### config.mk
export PLATFORM = sky130hd
export DESIGN_NAME = qam64_det_sched
export DESIGN_NICKNAME = d
export VERILOG_FILES = /design/src/rtl/qam64_det_sched.sv
export SDC_FILE = /design/constraint.sdc
export NUM_CORES = 1
export LEC_CHECK = 0
export ABC_AREA = 1
export CAP_MARGIN = 20
export CORE_MARGIN = 8
export CORE_UTILIZATION = 35
export DETAILED_ROUTE_END_ITERATION = 10
export PLACE_DENSITY = 0.8
export RECOVER_POWER = 100
export SLEW_MARGIN = 15
export SYNTH_ARGS = -nofsm -noshare
export SYNTH_HDL_FRONTEND = slang
export SYNTH_SLANG_ARGS = --single-unit
### constraint.sdc
create_clock -name clk -period 2.2 [get_ports clk]
set_input_delay 0.33 -clock clk [delete_from_list [all_inputs] [get_ports clk]]
set_output_delay 0.33 -clock clk [all_outputs]
set_load 0.02 [all_outputs]
### src/rtl/qam64_det_sched.sv
// qam64_det_sched: round-robin scheduler sharing one 64-QAM LLR detector between two frame sources.
// Optional WAIT_DONE watchdog enabled by defining QAM64_SCHED_WDOG_EN.
module qam64_det_sched #(
    parameter int DW      = 12,
    parameter int N_R     = 36,
    parameter int N_Y     = 8,
    parameter int TIMEOUT = 255
) (
    input  logic          clk,
    input  logic          rst,
    input  logic [1:0]    req,
    output logic [1:0]    gnt,
    output logic [1:0]    done_ack,
    output logic [5:0]    rd_addr,
    output logic          r_rd_en,
    output logic          y_rd_en,
    input  logic [DW-1:0] r_rdata0,
    input  logic [DW-1:0] r_rdata1,
    input  logic [DW-1:0] y_rdata0,
    input  logic [DW-1:0] y_rdata1,
    output logic          det_start,
    output logic [DW-1:0] det_r,
    output logic          det_r_vld,
    output logic [DW-1:0] det_y,
    output logic          det_y_vld,
    input  logic          det_done,
    output logic          src_id,
    output logic          busy,
    output logic          err
);
    typedef enum logic [1:0] {IDLE, FETCH, DRAIN, WAIT_DONE} state_t;
    state_t     state_q, state_d;
    logic [5:0] cnt_q, cnt_d;
    logic [1:0] gnt_q, gnt_d, ack_q, ack_d;
    logic       src_q, src_d, prio_q, prio_d, err_q, err_d, r_vld_q, y_vld_q;
    logic       tmo;
`ifdef QAM64_SCHED_WDOG_EN
    logic [7:0] wd_q;
    assign tmo = state_q == WAIT_DONE && !det_done && wd_q == 8'(TIMEOUT - 1);
    always_ff @(posedge clk)
        wd_q <= (rst || state_q != WAIT_DONE) ? 8'd0 : wd_q + 8'd1;
`else
    assign tmo = 1'b0;
`endif
    always_comb begin
        state_d = state_q;
        cnt_d   = cnt_q;
        gnt_d   = gnt_q;
        src_d   = src_q;
        prio_d  = prio_q;
        ack_d   = 2'b00;
        err_d   = 1'b0;
        unique case (state_q)
            IDLE: if (|req) begin
                // prio_q names the source that wins a tie: the one not served last
                src_d   = (req == 2'b11) ? prio_q : req[1];
                gnt_d   = {src_d, ~src_d};
                cnt_d   = '0;
                state_d = FETCH;
            end
            FETCH: begin
                cnt_d = cnt_q + 6'd1;
                if (cnt_q == 6'(N_R - 1)) begin
                    cnt_d   = '0;
                    state_d = DRAIN;
                end
            end
            DRAIN: state_d = WAIT_DONE;
            WAIT_DONE: if (det_done || tmo) begin
                state_d = IDLE;
                gnt_d   = 2'b00;
                prio_d  = ~src_q;
                ack_d   = det_done ? {src_q, ~src_q} : 2'b00;
                err_d   = tmo;
            end
            default: state_d = IDLE;
        endcase
    end
    always_ff @(posedge clk) begin
        if (rst) begin
            state_q <= IDLE;
            cnt_q   <= '0;
            gnt_q   <= '0;
            src_q   <= 1'b0;
            prio_q  <= 1'b0;
            ack_q   <= '0;
            err_q   <= 1'b0;
            r_vld_q <= 1'b0;
            y_vld_q <= 1'b0;
        end else begin
            state_q <= state_d;
            cnt_q   <= cnt_d;
            gnt_q   <= gnt_d;
            src_q   <= src_d;
            prio_q  <= prio_d;
            ack_q   <= ack_d;
            err_q   <= err_d;
            r_vld_q <= r_rd_en;
            y_vld_q <= y_rd_en;
        end
    end
    // Memory data lands one cycle after the strobe, so the delayed strobe qualifies the mux
    assign r_rd_en   = state_q == FETCH;
    assign y_rd_en   = r_rd_en && cnt_q < 6'(N_Y);
    assign rd_addr   = r_rd_en ? cnt_q : 6'd0;
    assign det_start = r_rd_en && cnt_q == 6'd0;
    assign det_r_vld = r_vld_q;
    assign det_y_vld = y_vld_q;
    assign det_r     = r_vld_q ? (src_q ? r_rdata1 : r_rdata0) : '0;
    assign det_y     = y_vld_q ? (src_q ? y_rdata1 : y_rdata0) : '0;
    assign gnt       = gnt_q;
    assign done_ack  = ack_q;
    assign src_id    = src_q;
    assign busy      = state_q != IDLE;
    assign err       = err_q;
endmodule

Word level (Yosys, flattened, before mapping)
Index checks and enable logic that the tools add are counted.
{"block": "op_classes", "n_addsub": 1, "order_cmp": 1, "eq_ne": 8, "n_mux": 15, "bitwise_logic": 4, "n_reduce_logical": 14}
{"cell": "$mux W12", "count": 4}
{"cell": "$mux W6", "count": 3}
{"cell": "$pmux W6 S2", "count": 1}
{"cell": "$mux W2", "count": 4}
{"cell": "$pmux W2 S4", "count": 1}
{"cell": "$add A6 B1 Y6 const B", "count": 1}
{"cell": "$eq A2 B2 Y1 const B", "count": 3}
{"cell": "$eq A6 B6 Y1 const B", "count": 1}
{"cell": "$logic_not A6 Y1", "count": 1}
{"cell": "$lt A6 B4 Y1 const B", "count": 1}
{"cell": "$reduce_and A2 Y1", "count": 3}
{"cell": "$reduce_and A3 Y1", "count": 2}
{"cell": "$reduce_bool A2 Y1", "count": 3}
{"cell": "$ne A2 B2 Y1 const B", "count": 2}
{"cell": "$not A1 Y1", "count": 4}
{"cell": "$pmux W2 S2", "count": 1}
{"cell": "$reduce_or A3 Y1", "count": 1}
{"cell": "$eq A2 B1 Y1 const B", "count": 1}
{"cell": "$logic_and A1 B1 Y1", "count": 2}
{"cell": "$logic_not A2 Y1", "count": 1}
{"cell": "$ne A2 B1 Y1 const B", "count": 1}
{"cell": "$reduce_or A2 Y1", "count": 1}
{"cell": "$mux W1", "count": 1}
{"block": "totals", "register_bits": 16, "inputBits": 53, "elab_cells": 51}

Logic depth before layout (Yosys ltp)
Gate-level depths: netlist (run 1).
{"block": "depth", "word_depth": 5, "mapped_depth": 10, "ltp_nobuf": 9}

Least setup slack after synthesis (run 1)
OpenSTA, ideal clock, no wires.
{"block": "synth_path", "path_kind": "reg-to-output", "from": "register state_q[1]", "to": "output port det_start", "t_arrival_ns": 1.254, "t_required_ns": 1.870, "path_slack_ns": 0.616, "path_stages_with_launch": 6, "path_cell_list": "dfxtp_1 inv_1 ha_1 buf_6 nand3_1 nor2_1"}
{"block": "synth_between", "elab_chain_len": 2}
{"item": "from (decl)", "line": "32", "source": "state_t state_q, state_d;"}
{"item": "from (signal assigned)", "line": "91", "source": "state_q <= state_d;"}
{"item": "$eq A2 B1 Y1", "line": "103", "source": "assign r_rd_en = state_q == FETCH;"}
{"item": "net r_rd_en", "line": "15", "source": "output logic r_rd_en,"}
{"item": "$logic_and A1 B1 Y1", "line": "106", "source": "assign det_start = r_rd_en && cnt_q == 6'd0;"}
{"item": "to (decl)", "line": "21", "source": "output logic det_start,"}
The timed path passes the listed nets, and every way through them passes these cells.

Worst setup path in the final report (run 1)
{"block": "layout_path", "from": "register src_q (netlist: src_id)", "to": "output port det_r[1]"}
{"block": "layout_between", "elab_chain_len": 2}
{"item": "from (decl)", "line": "35", "source": "logic src_q, src_d, prio_q, prio_d, err_q, err_d, r_vld_q, y_vld_q;"}
{"item": "from (signal assigned)", "line": "94", "source": "src_q <= src_d;"}
{"item": "$mux W12 (2 in series)", "line": "109", "source": "assign det_r = r_vld_q ? (src_q ? r_rdata1 : r_rdata0) : '0;"}
{"item": "to (decl)", "line": "22", "source": "output logic [DW-1:0] det_r,"}
Every way passes these cells.

==> results of run 1 <==
## logic make-up after synthesis
group | after synthesis | synth area share, %
other cells | 1 | 0.2970
buf+inv | 36 | 12.69
xor+xnor | 1 | 0.6939
simple gates | 110 | 38.16
fa+ha+maj | 6 | 5.946
compound gates | 39 | 16.85
flops | 16 | 25.37
## repair_timing
item | 4_1_cts | 5_1_grt
cloned | 0 | 0
setup endpoints to repair | 5 | 29
buffers inserted | 0 | 0
resized for setup | 2 | 16
pin swaps | 0 | 0
## registers in the layout, summed over array words and instances (netlist names)
name,count
src_id,1
det_y_vld,1
det_r_vld,1
state_q,2
prio_q,1
gnt,2
done_ack,2
cnt_q,6
## per-layer routing
layer | share of wire [%] | global-route usage [%] | vias to the layer above
li1 | - | - | 829
met2 | 43 | 26.74 | 74
met5 | 0 | 0 | -
met1 | 46 | 19.54 | 675
met3 | 9.7 | 6.486 | 4
met4 | 0.84 | 4.038 | 0
## power breakdown
part	switching [uW]	internal [uW]
clock network	99.7	101
registers	70.7	350
logic	651	434
## final cells by class
class | instances | area, sq um | share of cell area, %
timing repair buffer | 97 | 884.6 | 40.80
multi-input combinational | 157 | 764.5 | 35.26
sequential | 16 | 322.8 | 14.89
inverter | 26 | 100.1 | 4.616
tap | 48 | 60.06 | 2.770
clock buffer | 4 | 36.28 | 1.673
## stage by stage
step | hold WS (ns) | worst slack (ns)
after floorplan | 0.3924 | 0.6164
after global placement | 0.4342 | 0.2558
after detailed placement | 0.4349 | 0.2620
after CTS | 0.4491 | 0.005181
after global routing | 0.4669 | 0.003914
final | 0.4430 | 0.1259
## tightest hold or removal path: cells and delay by family (launching register included)
family                 cells  cell delay (ns)
flip-flops                 1             0.32
AO/OA/AOI/OAI              1             0.05
buffers and inverters      1             0.04
## synthesized netlist by cell type
cell	count	share of area (%)
nand2_4	1	0.89
inv_1	20	5.9
nand3_2	2	1.6
o21ai_2	1	0.69
nor2_4	2	1.8
buf_4	1	0.59
nand2_2	5	2.5
nor3_1	1	0.40
conb_1	1	0.30
nand3_1	6	2.4
xnor2_1	1	0.69
clkbuf_1	2	0.59
inv_2	6	1.8
nand4_1	2	0.99
o31ai_1	1	0.59
ha_1	6	5.9
clkbuf_2	2	0.79
a31o_2	2	1.4
nor2_1	60	18
dfxtp_1	16	25
nand2_1	28	8.3
o21ai_0	26	10
buf_2	3	1.2
o21ai_1	1	0.40
nor2_2	3	1.5
buf_6	2	1.8
a21oi_1	7	2.8
a21oi_2	1	0.69
## path summary, 6_finish.rpt
kind              slack (ns)    endpoint  startpoint  depth (start not counted)
setup / recovery        0.13    det_r[1]      src_id                          4
hold reg to reg         0.44      gnt[0]      gnt[0]                          2
setup reg to reg        0.48  state_q[0]  state_q[0]                          8
hold / removal          0.44      gnt[0]      gnt[0]                          2
## cells in the final DEF, fill, tap and decap left out, types with 2 or more instances in the layout
master / instances
dlygate4sd3_1: 8
nand4_1: 2
buf_4: 4
o21ai_0: 26
clkdlybuf4s50_1: 72
nand3_1: 6
dfxtp_1: 14
nor2_2: 3
ha_1: 6
inv_1: 23
clkbuf_4: 3
clkbuf_1: 12
nand3_2: 2
a21oi_1: 7
a31o_2: 2
nand2_1: 32
nor2_1: 61
inv_2: 2
dfxtp_2: 2
==> impl_metrics.toml, run 1 <==
[cells_and_area]
fillCellCount = 337
stdcell_area_sq_um = 2168
n_antenna_cell = 0
fin_cells = 348
drive_above_1_share_pct = 8.333
final_util_pct = 61.06
nets = 360
area_growth_pct = 71.75

[place]
dpl.hpwl_mm = 3.900
postPlaceCellArea_sq_um = 2221
place.gp.congestion = 0.8048
dp_cells = 344
portBuffers = 93

[floorplanning]
core_sq_um = 3551
die_area_sq_um = 5785
dieWidth_um = 76.06
ios = 95
die_h_um = 76.06
initial_utilization_pct = 35.55
num_rows = 22

[grt]
overflow = 0
grt_pass1_wl_mm = 8.024
antenna_found_initial = 0
grt_max_degree = 26
first_global_vias = 1488
gr-usage-all-layers_pct = 16.40

[route]
ant_nets = 0
remaining_drc_errors = 0
drt-vias-per-instance = 4.546
post_drt_wl_per_cell_um = 14.02
vias = 1582
drt-total-wl_mm = 4.879
drt_iter0_drc = 68
first_pass_iters = 4

[critical_path]
cp_num_buf_inv = 2
path_class = "reg2out"
crit_family = "buffers and inverters"
worstSetupEndpointType = "output port"
cp_slowest_cell = "clkdlybuf4s50_1"
path_max_fanout = 15
required_ns = 1.87
path_cells = "buf_4 > o21ai_0 > nor2_1 > clkdlybuf4s50_1"
critPathLaunchType = "flop"
arrival_ns = 1.74
critPathMaxStageDelay_ns = 0.62

[yosys]
syn_area_sq_um = 1262
seq_area_frac_synth_pct = 25.37
synth_nets = 268
synth_cell_types = 28
ys_ff_latch = 16
avgSynthCellArea_sq_um = 6.040
ys_warn_count = 0
syn_inst = 209

[timing]
setup_viol = 0
slew_violations = 0
fin_crit_sh_pct = 94.28
clock_skew_ns = 0.003403
hold_viol = 0
fmax_ghz = 0.4821
fin_crit_ns = 2.074
timing.setup.tns_ns = 0
rsz0062_at_grt = "no"

[clock_network]
clock_latency_ns = 0.30
numCtsBuffers = 3
clock_path_buffers = 2
path_clk_slew_ns = 0.10
cts_tree = "built"
cts-root-buf = "clkbuf_4"
postCtsHoldBufs = 0
cts_sinks = 16
htree_num_levels = 1

[run]
cap_violations = 0

[power_and_ir_drop]
total_power_uw = 1705
power_density_nw_per_um2 = 786.5
p_leak_uw = 0.001004
worst_ir_drop_vdd_mv = 0.6154

[outcome]
status = "finished, final reports clean"

[hold_path]
hp-class = "reg2reg"
No activity file was read; power rests on OpenSTA's default activity.
==> run 2, diff against run 1 <==
--- a/config.mk
+++ b/config.mk
@@ -10,6 +10,7 @@
 export CORE_MARGIN = 8
 export CORE_UTILIZATION = 35
 export DETAILED_ROUTE_END_ITERATION = 10
+export GPL_ROUTABILITY_DRIVEN = 0
 export PLACE_DENSITY = 0.8
 export RECOVER_POWER = 100
 export SLEW_MARGIN = 15
==> results of run 2 <==
The final DEF is identical to that of run 1; final timing and power are the same.
